`config.mk`:
```
export PLATFORM = sky130hd
export DESIGN_NAME = gpu_mmio_regs
export DESIGN_NICKNAME = d
export VERILOG_FILES = /design/src/rtl/gpu_mmio_regs.sv
export SDC_FILE = /design/constraint.sdc
export NUM_CORES = 1
export LEC_CHECK = 0
export ABC_AREA = 1
export BUFFER_PORTS_ARGS = -buffer_cell sky130_fd_sc_hd__buf_4
export CAP_MARGIN = 20
export CORE_MARGIN = 4
export CORE_UTILIZATION = 30
export DETAILED_ROUTE_END_ITERATION = 8
export GPL_TIMING_DRIVEN = 0
export PLACE_DENSITY = 0.62
export SLEW_MARGIN = 20
export SYNTH_ARGS = -nofsm -noshare
export SYNTH_HDL_FRONTEND = slang
export SYNTH_SLANG_ARGS = --single-unit
```
`constraint.sdc`:
```
create_clock -name clk -period 1.9 [get_ports clk]
set_input_delay 0.095 -clock clk [delete_from_list [all_inputs] [get_ports clk]]
set_output_delay 0.095 -clock clk [all_outputs]
set_load 0.02 [all_outputs]
```
`src/rtl/gpu_mmio_regs.sv`:
```
// CPU-bus register window for the GraphicSystem: parameter registers, draw/clear
// command sequencing against GPU busy, and vsync-aligned buffer swaps.
module gpu_mmio_regs #(
    parameter logic [31:0] BASE        = 32'h0000_6000,
    parameter int unsigned BUSY_LAT    = 2,
    parameter logic [15:0] CLEAR_RESET = 16'hD8B7
) (
    input  logic        clk,
    input  logic        resetn,
    input  logic        mem_valid,
    input  logic [31:0] mem_addr,
    input  logic [31:0] mem_wdata,
    input  logic [3:0]  mem_wstrb,
    output logic        mem_ready,
    output logic [31:0] mem_rdata,
    output logic [31:0] gpu_CtrlAddress,
    output logic [15:0] gpu_CtrlAddressX,
    output logic [15:0] gpu_CtrlAddressY,
    output logic [15:0] gpu_CtrlImageWidth,
    output logic [10:0] gpu_CtrlWidth,
    output logic [9:0]  gpu_CtrlHeight,
    output logic [10:0] gpu_CtrlX,
    output logic [9:0]  gpu_CtrlY,
    output logic [15:0] gpu_CtrlClearColor,
    output logic        gpu_CtrlDraw,
    output logic        gpu_CtrlClear,
    input  logic        gpu_CtrlBusy,
    output logic        swapBuffers,
    output logic        isVSynced,
    input  logic        hdmi_vSync
);

    localparam int unsigned CNT_W  = 8;
    localparam int unsigned OFF_W  = 9;
    localparam logic [31:0] WIN_SZ = 32'h0000_0200;

    localparam logic [OFF_W-1:0] OFF_ADDR     = 9'h000;
    localparam logic [OFF_W-1:0] OFF_ADDR_X   = 9'h004;
    localparam logic [OFF_W-1:0] OFF_ADDR_Y   = 9'h008;
    localparam logic [OFF_W-1:0] OFF_IMG_W    = 9'h00C;
    localparam logic [OFF_W-1:0] OFF_WIDTH    = 9'h010;
    localparam logic [OFF_W-1:0] OFF_HEIGHT   = 9'h014;
    localparam logic [OFF_W-1:0] OFF_X        = 9'h018;
    localparam logic [OFF_W-1:0] OFF_Y        = 9'h01C;
    localparam logic [OFF_W-1:0] OFF_DRAW     = 9'h020;
    localparam logic [OFF_W-1:0] OFF_CLR_COL  = 9'h024;
    localparam logic [OFF_W-1:0] OFF_CLEAR    = 9'h028;
    localparam logic [OFF_W-1:0] OFF_STATUS   = 9'h02C;
    localparam logic [OFF_W-1:0] OFF_SWAP     = 9'h100;
    localparam logic [OFF_W-1:0] OFF_VSYNC    = 9'h108;
    localparam logic [OFF_W-1:0] OFF_VSYNC_EN = 9'h10C;

    typedef enum logic [1:0] {
        ST_IDLE  = 2'd0,
        ST_GUARD = 2'd1,
        ST_WAIT  = 2'd2
    } state_e;

    logic        ready_q;
    logic [31:0] rdata_q;
    logic [31:0] addr_q;
    logic [15:0] addr_x_q, addr_y_q, img_w_q, clr_col_q;
    logic [10:0] width_q, x_q;
    logic [9:0]  height_q, y_q;
    logic        vsync_en_q;

    state_e           state_q, state_d;
    logic [CNT_W-1:0] cnt_q, cnt_d;
    logic             draw_q, draw_d, clear_q, clear_d, swap_q, swap_d;
    logic             draw_pend_q, draw_pend_d;
    logic             clear_pend_q, clear_pend_d;
    logic             swap_pend_q, swap_pend_d;
    logic             frame_q, frame_d;
    logic             vs_prev_q;

    logic [31:0]      off_c;
    logic [OFF_W-1:0] woff_c;
    logic             hit_c, wr_c, rd_c;
    logic             set_draw_c, set_clear_c, set_swap_c, rd_vsync_c, vs_rise_c;
    logic [31:0]      rdata_c;

    // Window decode; the unsigned subtraction wraps addresses below BASE out of range.
    // A request is not re-accepted in its acknowledge cycle.
    assign off_c  = mem_addr - BASE;
    assign woff_c = off_c[OFF_W-1:0];
    assign hit_c  = mem_valid && (off_c < WIN_SZ) && !ready_q;
    assign wr_c   = hit_c && (mem_wstrb == 4'hF);
    assign rd_c   = hit_c && (mem_wstrb == 4'h0);

    assign set_draw_c  = wr_c && (woff_c == OFF_DRAW)  && mem_wdata[0];
    assign set_clear_c = wr_c && (woff_c == OFF_CLEAR) && mem_wdata[0];
    assign set_swap_c  = wr_c && (woff_c == OFF_SWAP)  && mem_wdata[0];
    assign rd_vsync_c  = rd_c && (woff_c == OFF_VSYNC);
    assign vs_rise_c   = hdmi_vSync && !vs_prev_q;

    // Read mux, sampled in the request cycle
    always_comb begin
        rdata_c = '0;
        case (woff_c)
            OFF_ADDR:     rdata_c = addr_q;
            OFF_ADDR_X:   rdata_c = 32'(addr_x_q);
            OFF_ADDR_Y:   rdata_c = 32'(addr_y_q);
            OFF_IMG_W:    rdata_c = 32'(img_w_q);
            OFF_WIDTH:    rdata_c = 32'(width_q);
            OFF_HEIGHT:   rdata_c = 32'(height_q);
            OFF_X:        rdata_c = 32'(x_q);
            OFF_Y:        rdata_c = 32'(y_q);
            OFF_CLR_COL:  rdata_c = 32'(clr_col_q);
            OFF_STATUS:   rdata_c = {28'b0, swap_pend_q, clear_pend_q, draw_pend_q, gpu_CtrlBusy};
            OFF_VSYNC:    rdata_c = {30'b0, frame_q, hdmi_vSync};
            OFF_VSYNC_EN: rdata_c = 32'(vsync_en_q);
            default:      rdata_c = '0;
        endcase
    end

    // Bus acknowledge and read data
    always_ff @(posedge clk or negedge resetn) begin
        if (!resetn) begin
            ready_q <= 1'b0;
            rdata_q <= '0;
        end else begin
            ready_q <= hit_c;
            rdata_q <= hit_c ? rdata_c : '0;
        end
    end

    // Parameter registers; full-word writes only, truncated to register width
    always_ff @(posedge clk or negedge resetn) begin
        if (!resetn) begin
            addr_q     <= '0;
            addr_x_q   <= '0;
            addr_y_q   <= '0;
            img_w_q    <= '0;
            width_q    <= '0;
            height_q   <= '0;
            x_q        <= '0;
            y_q        <= '0;
            clr_col_q  <= CLEAR_RESET;
            vsync_en_q <= 1'b1;
        end else if (wr_c) begin
            case (woff_c)
                OFF_ADDR:     addr_q     <= mem_wdata;
                OFF_ADDR_X:   addr_x_q   <= mem_wdata[15:0];
                OFF_ADDR_Y:   addr_y_q   <= mem_wdata[15:0];
                OFF_IMG_W:    img_w_q    <= mem_wdata[15:0];
                OFF_WIDTH:    width_q    <= mem_wdata[10:0];
                OFF_HEIGHT:   height_q   <= mem_wdata[9:0];
                OFF_X:        x_q        <= mem_wdata[10:0];
                OFF_Y:        y_q        <= mem_wdata[9:0];
                OFF_CLR_COL:  clr_col_q  <= mem_wdata[15:0];
                OFF_VSYNC_EN: vsync_en_q <= mem_wdata[0];
                default:      ;
            endcase
        end
    end

    // Draw/clear sequencer; a write landing on a bit being consumed coalesces into it
    always_comb begin
        state_d      = state_q;
        cnt_d        = cnt_q;
        draw_d       = 1'b0;
        clear_d      = 1'b0;
        draw_pend_d  = draw_pend_q | set_draw_c;
        clear_pend_d = clear_pend_q | set_clear_c;
        case (state_q)
            ST_IDLE: begin
                if (!gpu_CtrlBusy && (clear_pend_q || draw_pend_q)) begin
                    if (clear_pend_q) begin
                        clear_d      = 1'b1;
                        clear_pend_d = 1'b0;
                    end else begin
                        draw_d      = 1'b1;
                        draw_pend_d = 1'b0;
                    end
                    cnt_d   = CNT_W'(BUSY_LAT);
                    state_d = ST_GUARD;
                end
            end
            ST_GUARD: begin
                if (cnt_q <= CNT_W'(1)) begin
                    cnt_d   = '0;
                    state_d = ST_WAIT;
                end else begin
                    cnt_d = cnt_q - CNT_W'(1);
                end
            end
            ST_WAIT: begin
                if (!gpu_CtrlBusy) begin
                    state_d = ST_IDLE;
                end
            end
            default: state_d = ST_IDLE;
        endcase
    end

    // Swap path and sticky frame flag; a vsync edge beats a same-cycle clear-on-read
    always_comb begin
        swap_d      = swap_pend_q && (!vsync_en_q || vs_rise_c);
        swap_pend_d = swap_d ? 1'b0 : (swap_pend_q | set_swap_c);
        frame_d     = frame_q;
        if (rd_vsync_c) begin
            frame_d = 1'b0;
        end
        if (vs_rise_c) begin
            frame_d = 1'b1;
        end
    end

    always_ff @(posedge clk or negedge resetn) begin
        if (!resetn) begin
            state_q      <= ST_IDLE;
            cnt_q        <= '0;
            draw_q       <= 1'b0;
            clear_q      <= 1'b0;
            swap_q       <= 1'b0;
            draw_pend_q  <= 1'b0;
            clear_pend_q <= 1'b0;
            swap_pend_q  <= 1'b0;
            frame_q      <= 1'b0;
            vs_prev_q    <= 1'b0;
        end else begin
            state_q      <= state_d;
            cnt_q        <= cnt_d;
            draw_q       <= draw_d;
            clear_q      <= clear_d;
            swap_q       <= swap_d;
            draw_pend_q  <= draw_pend_d;
            clear_pend_q <= clear_pend_d;
            swap_pend_q  <= swap_pend_d;
            frame_q      <= frame_d;
            vs_prev_q    <= hdmi_vSync;
        end
    end

    assign mem_ready          = ready_q;
    assign mem_rdata          = rdata_q;
    assign gpu_CtrlAddress    = addr_q;
    assign gpu_CtrlAddressX   = addr_x_q;
    assign gpu_CtrlAddressY   = addr_y_q;
    assign gpu_CtrlImageWidth = img_w_q;
    assign gpu_CtrlWidth      = width_q;
    assign gpu_CtrlHeight     = height_q;
    assign gpu_CtrlX          = x_q;
    assign gpu_CtrlY          = y_q;
    assign gpu_CtrlClearColor = clr_col_q;
    assign gpu_CtrlDraw       = draw_q;
    assign gpu_CtrlClear      = clear_q;
    assign swapBuffers        = swap_q;
    assign isVSynced          = vsync_en_q;

endmodule

```
Yosys cells after proc, flatten, opt, wreduce, memory -nomap -nowiden
Cells that the tools add are included.
- $add $sub $neg: 2
- magnitude comparators: 2
- equal/unequal tests: 20
- multiplexer cells: 24
- bitwise logic cells: 3
- reduce and logical (&&, ||, !) cells: 37
- operators by type and width (operator ; count):
    one-hot mux 32 bit (12 select lines) ; 1
    equality test 9 x 5 -> 1 bit, second input constant ; 4
    equality test 9 x 6 -> 1 bit, second input constant ; 4
    < comparator 32 x 10 -> 1 bit, second input constant ; 1
    2-to-1 mux 32 bit ; 1
    subtractor 32 x 15 -> 32 bit, second input constant ; 1
    equality test 9 bit, second input constant ; 3
    AND reduction 2 bit ; 11
    equality test 9 x 4 -> 1 bit, second input constant ; 2
    2-to-1 mux 8 bit ; 2
    one-hot mux 8 bit (2 select lines) ; 1
    2-to-1 mux 1 bit ; 15
    logical AND 1 bit ; 14
    equality test 9 x 3 -> 1 bit, second input constant ; 1
    logical NOT 9 bit ; 1
    <= comparator 8 x 1 -> 1 bit, second input constant ; 1
    subtractor 8 x 1 -> 8 bit, second input constant ; 1
    2-to-1 mux 2 bit ; 3
    != test 2 bit, second input constant ; 3
    one-hot mux 2 bit (3 select lines) ; 1
    equality test 4 bit, second input constant ; 1
    logical NOT 1 bit ; 4
    logical NOT 4 bit ; 1
    nonzero test 2 bit ; 2
    6 further kinds ; 9
- bits in registers: 190
- input bits: 73
- output and inout port bits: 175
- word-level logic and storage cells: 110

Logic depth before layout (Yosys ltp)
- depth in word-level cells: 11
- mapped depth: 16
- gate-level depth less buffers: 14

Worst setup path after synthesis
OpenSTA, ideal clock, no wires.
- kind: reg-to-reg
- start: register ready_q (netlist: mem_ready)
- end: register addr_x_q[8] (netlist: gpu_CtrlAddressX[8])
- library setup time: 118 ps
- arrival time: 1720 ps
- required time: 1782 ps
- path slack: 62 ps
- cell stages (with the launch flop): 12
- buffers on the path: 1
- period minus slack after synthesis: 1838 ps
- cell sequence: dfrtp_1 nor3b_1 nand2_1 nor2_1 nand2_1 nor2_2 nand3_2 nor2_8 nand3_4 buf_2 nand2_1 nand2_1
- word-level cells in the longest chain between the ends: 4
- ends and longest elaborated chain (item ; line ; RTL):
    from (decl) ; 59 ; logic ready_q;
    from (signal assigned) ; 122 ; ready_q <= hit_c;
    logical NOT 1 bit ; 86 ; assign hit_c = mem_valid && (off_c < WIN_SZ) && !ready_q;
    logical AND 1 bit ; 86 ;
    logical AND 1 bit ; 87 ; assign wr_c = hit_c && (mem_wstrb == 4'hF);
    AND reduction 2 bit (no source line) ; -- ;
    to (signal assigned) ; 143 ; OFF_ADDR_X: addr_x_q <= mem_wdata[15:0];
    to (decl) ; 62 ; logic [15:0] addr_x_q, addr_y_q, img_w_q, clr_col_q;
No other way between the ends.
A chain may end at the register's enable or synchronous reset.

Worst setup path after layout
- start: register ready_q (netlist: mem_ready)
- end: register addr_y_q[1] (netlist: gpu_CtrlAddressY[1])
- word-level cells in the longest chain between the ends: 4
- ends and longest elaborated chain (item ; line ; RTL):
    logical NOT 1 bit ; 86 ;
    logical AND 1 bit ; 86 ;
    logical AND 1 bit ; 87 ;
    AND reduction 2 bit (no source line) ; -- ;
    to (signal assigned) ; 144 ; OFF_ADDR_Y: addr_y_q <= mem_wdata[15:0];
    to (decl) ; 62 ;
No other way between the ends.

==> metrics <==
status=complete, but fails checks; failing checks=negative setup slack; Worst Max-Slew Pin Slew=between 700 and 800 ps; first-pass GRT wire length=55660 um; Final setup viols=between 100 and 150; most common cell after layout, fill and taps aside=nand2_1; Die Span X=roughly 180 um; Critical Path End Type=register; max_cap viols=0; CTS tree=built; total CTS buffers=17; # DRC=0; num rows=63; largest net degree at the start of global routing=71; Seq cells post-synth=between 150 and 200; RR Endpoint=gpu_CtrlAddressY[1]$_DFFE_PN0P_; Hold Crit Depth=5; Die ar.=~33000 um2; RSZ-0062 raised after global routing=yes; Synthesized Nets=1215; port buffer count=about 240; FF-to-FF Start=mem_ready$_DFF_PN0_; Vias per Instance=5.046; critical path data arrival time=between 2000 and 2500 ps; Congestion Overflow GR=0; Clock Path Buffers=2; vias in the first global route=9161; Fmax=just under 500 MHz; part of the Yosys area used for sequential elements=52.20%; area of the multi-input gates=between 4000 and 5000 um2; Synth Area per Inst=roughly 8 um2; Slew Viols, Final=0; worst vdd ir=a little over 0.5 mV; # fillers=roughly 2900; clk slew on worst S/H paths=about 70 ps; H-tree levels=4; power per cell area=around 670 nW/um2; power consumption=between 8000 and 9000 uW; gpl congestion=between 0.8 and 0.9; Final Hold Viols=0; Final Util=44.15%; io pins=roughly 250; Worst R2R Path Depth=13; DPL Wire Length=26790 um; Starting DRT DRC Count=1028; antenna violations before repair=0; WL/cell=20.03 um; Worst Hold End=frame_q$_DFFE_PN0P_; Sequential Area=4768 um2; Setup WS post-layout=-167.9 ps; Post-DRT Antenna Nets=0; layout cell share with drive strength beyond 1=~30%; Starting Density=a little under a third; worst rel slew slack=between 40% and 50%; core footprint=between 20000 and 30000 um2; Warnings, synthesis=0; Sink Count=between 150 and 200; Synth cell types=slightly above 40; highest-count cells in the layout ignoring fill and taps=nand2_1, buf_4, dfrtp_1, nand3_1, nor2_1; synthesized area=approximately 9000 um2; routed vias=9335; clk_skew=about 11 ps; WP data required=~2300 ps; clock root cell=clkbuf_16; Final Cell Area=about 13000 um2; Antenna diodes=0; hold_sp=mem_wstrb[2]; CP max FO=10; Die Height=182.5 um; worst skew pair latency=between 400 and 500 ps; Hold Crit Class=in -> reg; Leak=roughly 0.007 uW; R2R setup slack=-170 ps; 1st-pass router iterations=6; Crit Path Category=reg -> reg; area grow syn2layout=44.39%; Final Net Count=between 1500 and 2000; DP Area=between 10000 and 15000 um2; GRT Resource Usage Total=approximately 22%; CP startpoint kind=register; Final period util=108.8%; final wirelength=roughly 37000 um; gate count after technology mapping=roughly 1100; crit path time final=around 2100 ps
[layer usage]
layer	vias to the layer above	routed length, um	global-route usage, %
li1	4311	-	-
met1	4502	15890	29.95
met2	451	17060	34.35
met3	71	3028	4.704
met4	0	1075	6.725
met5	-	0	0
[flip-flops by register name, indices dropped and copies added (netlist names), 2 cells and up]
| signal | flops |
|---|---|
| gpu_CtrlImageWidth | 16 |
| gpu_CtrlClearColor | 16 |
| gpu_CtrlAddressX | 16 |
| state_q | 2 |
| gpu_CtrlAddress | 32 |
| mem_rdata | 32 |
| gpu_CtrlHeight | 10 |
| gpu_CtrlX | 11 |
| gpu_CtrlWidth | 11 |
| gpu_CtrlY | 10 |
| gpu_CtrlAddressY | 16 |
| cnt_q | 8 |
[cell type report]
cell class                      count  area share, %
Inverter                           51          1.451
Buffer                             64          3.842
Clock inverter                      9         0.8442
Clock buffer                       23          3.624
Multi-Input combinational cell    834          31.99
Timing Repair Buffer              289          18.40
Sequential cell                   190          36.15
Tap cell                          390          3.699
[worst max path at each step]
stage                             start  depth (start not counted)                         endpoint
finish              mem_ready$_DFF_PN0_                         13  gpu_CtrlAddressY[1]$_DFFE_PN0P_
global placement            mem_addr[1]                          9           mem_rdata[9]$_DFF_PN0_
floorplan           mem_ready$_DFF_PN0_                         11  gpu_CtrlAddressX[8]$_DFFE_PN0P_
global route        mem_ready$_DFF_PN0_                         13   gpu_CtrlAddress[4]$_DFFE_PN0P_
CTS                 mem_ready$_DFF_PN0_                         13   gpu_CtrlAddress[9]$_DFFE_PN0P_
detailed placement          mem_addr[1]                          9          mem_rdata[10]$_DFF_PN0_
[what timing repair did]
| action | in CTS | in global routing |
|---|---|---|
| hold endpoints to repair | 106 | 0 |
| pin swaps | 19 | 28 |
| setup endpoints to repair | 175 | 178 |
| setup buffers | 13 | 5 |
| cloned | 8 | 1 |
| gates resized for setup | 92 | 63 |
| hold buffers | 26 | 0 |
[where the power goes]
group	leakage, uW	switching [uW]	internal (uW)
Clock	0.000284	1600	2050
Combinational	0.00396	581	356
Sequential	0.00260	87.0	4160
[critical path, stage by stage, from the launching register on]
cell,delay (ps)
dfrtp_1,410
nor3b_2,170
nand2_1,70
nor2_1,90
nand2_1,90
nor2_2,170
nand2_2,80
nor2_4,140
nand2_4,90
nor2_4,160
buf_12,180
buf_6,170
nand3_1,90
nand2_1,90
[synth_stat cells]
| cell | instances | area, um2 |
|---|---|---|
| a21oi_1 | 22 | 110.1 |
| a221oi_1 | 3 | 26.28 |
| a22o_1 | 13 | 113.9 |
| a22oi_1 | 1 | 7.510 |
| a31oi_1 | 6 | 37.54 |
| a41oi_1 | 2 | 17.52 |
| and2_0 | 1 | 6.260 |
| and2_1 | 1 | 6.260 |
| buf_1 | 3 | 11.26 |
| buf_2 | 14 | 70.07 |
| buf_4 | 1 | 7.510 |
| buf_6 | 14 | 157.7 |
| clkbuf_1 | 34 | 127.6 |
| dfrtp_1 | 179 | 4479 |
| dfstp_2 | 11 | 289.0 |
| ha_1 | 3 | 37.54 |
| inv_1 | 47 | 176.4 |
| inv_2 | 4 | 15.01 |
| nand2_1 | 460 | 1727 |
| nand2_2 | 1 | 6.260 |
| nand3_1 | 167 | 835.8 |
| nand3_2 | 4 | 40.04 |
| nand3_4 | 6 | 105.1 |
| nand3b_1 | 3 | 22.52 |
| nand4_1 | 13 | 81.33 |
| nor2_1 | 79 | 296.5 |
| nor2_2 | 5 | 31.28 |
| nor2_4 | 4 | 45.04 |
| nor2_8 | 1 | 20.02 |
| nor3_1 | 9 | 45.04 |
| nor3_2 | 1 | 10.01 |
| nor3b_1 | 1 | 7.510 |
| nor4_1 | 5 | 31.28 |
| o2111ai_1 | 1 | 8.760 |
| o211ai_1 | 2 | 15.01 |
| o21ai_0 | 11 | 55.05 |
| o21bai_1 | 1 | 7.510 |
| o221ai_1 | 1 | 8.760 |
| o31a_1 | 2 | 17.52 |
| or2_2 | 2 | 12.51 |
| xor2_1 | 1 | 8.760 |
[stage by stage]
step                      setup slack [ps]  hold WS [ps]  setup TNS (ps)  cells
after floorplan                      62.19        -200.6               0   1139
after global placement              -840.8         228.6         -194770   1767
after detailed placement            -831.8         54.51          -88730   1769
after CTS                           -121.4         41.68          -12020   1848
after global routing                -354.0         69.74          -44660   1850
final                               -167.9         67.30          -17010   1850
[kinds of logic (layout without fill, tap and decap cells)]
| kind of cell | Yosys count | after routing | share of synthesized area (%) |
|---|---|---|---|
| flops | 190 | 190 | 52.20 |
| compound gates | 65 | 65 | 4.657 |
| xor+xnor | 1 | 1 | 0.09589 |
| simple gates | 763 | 765 | 36.45 |
| fa+ha+maj | 3 | 3 | 0.4109 |
| buf+inv | 117 | 436 | 6.191 |
Power figures use the tool's default switching activity.
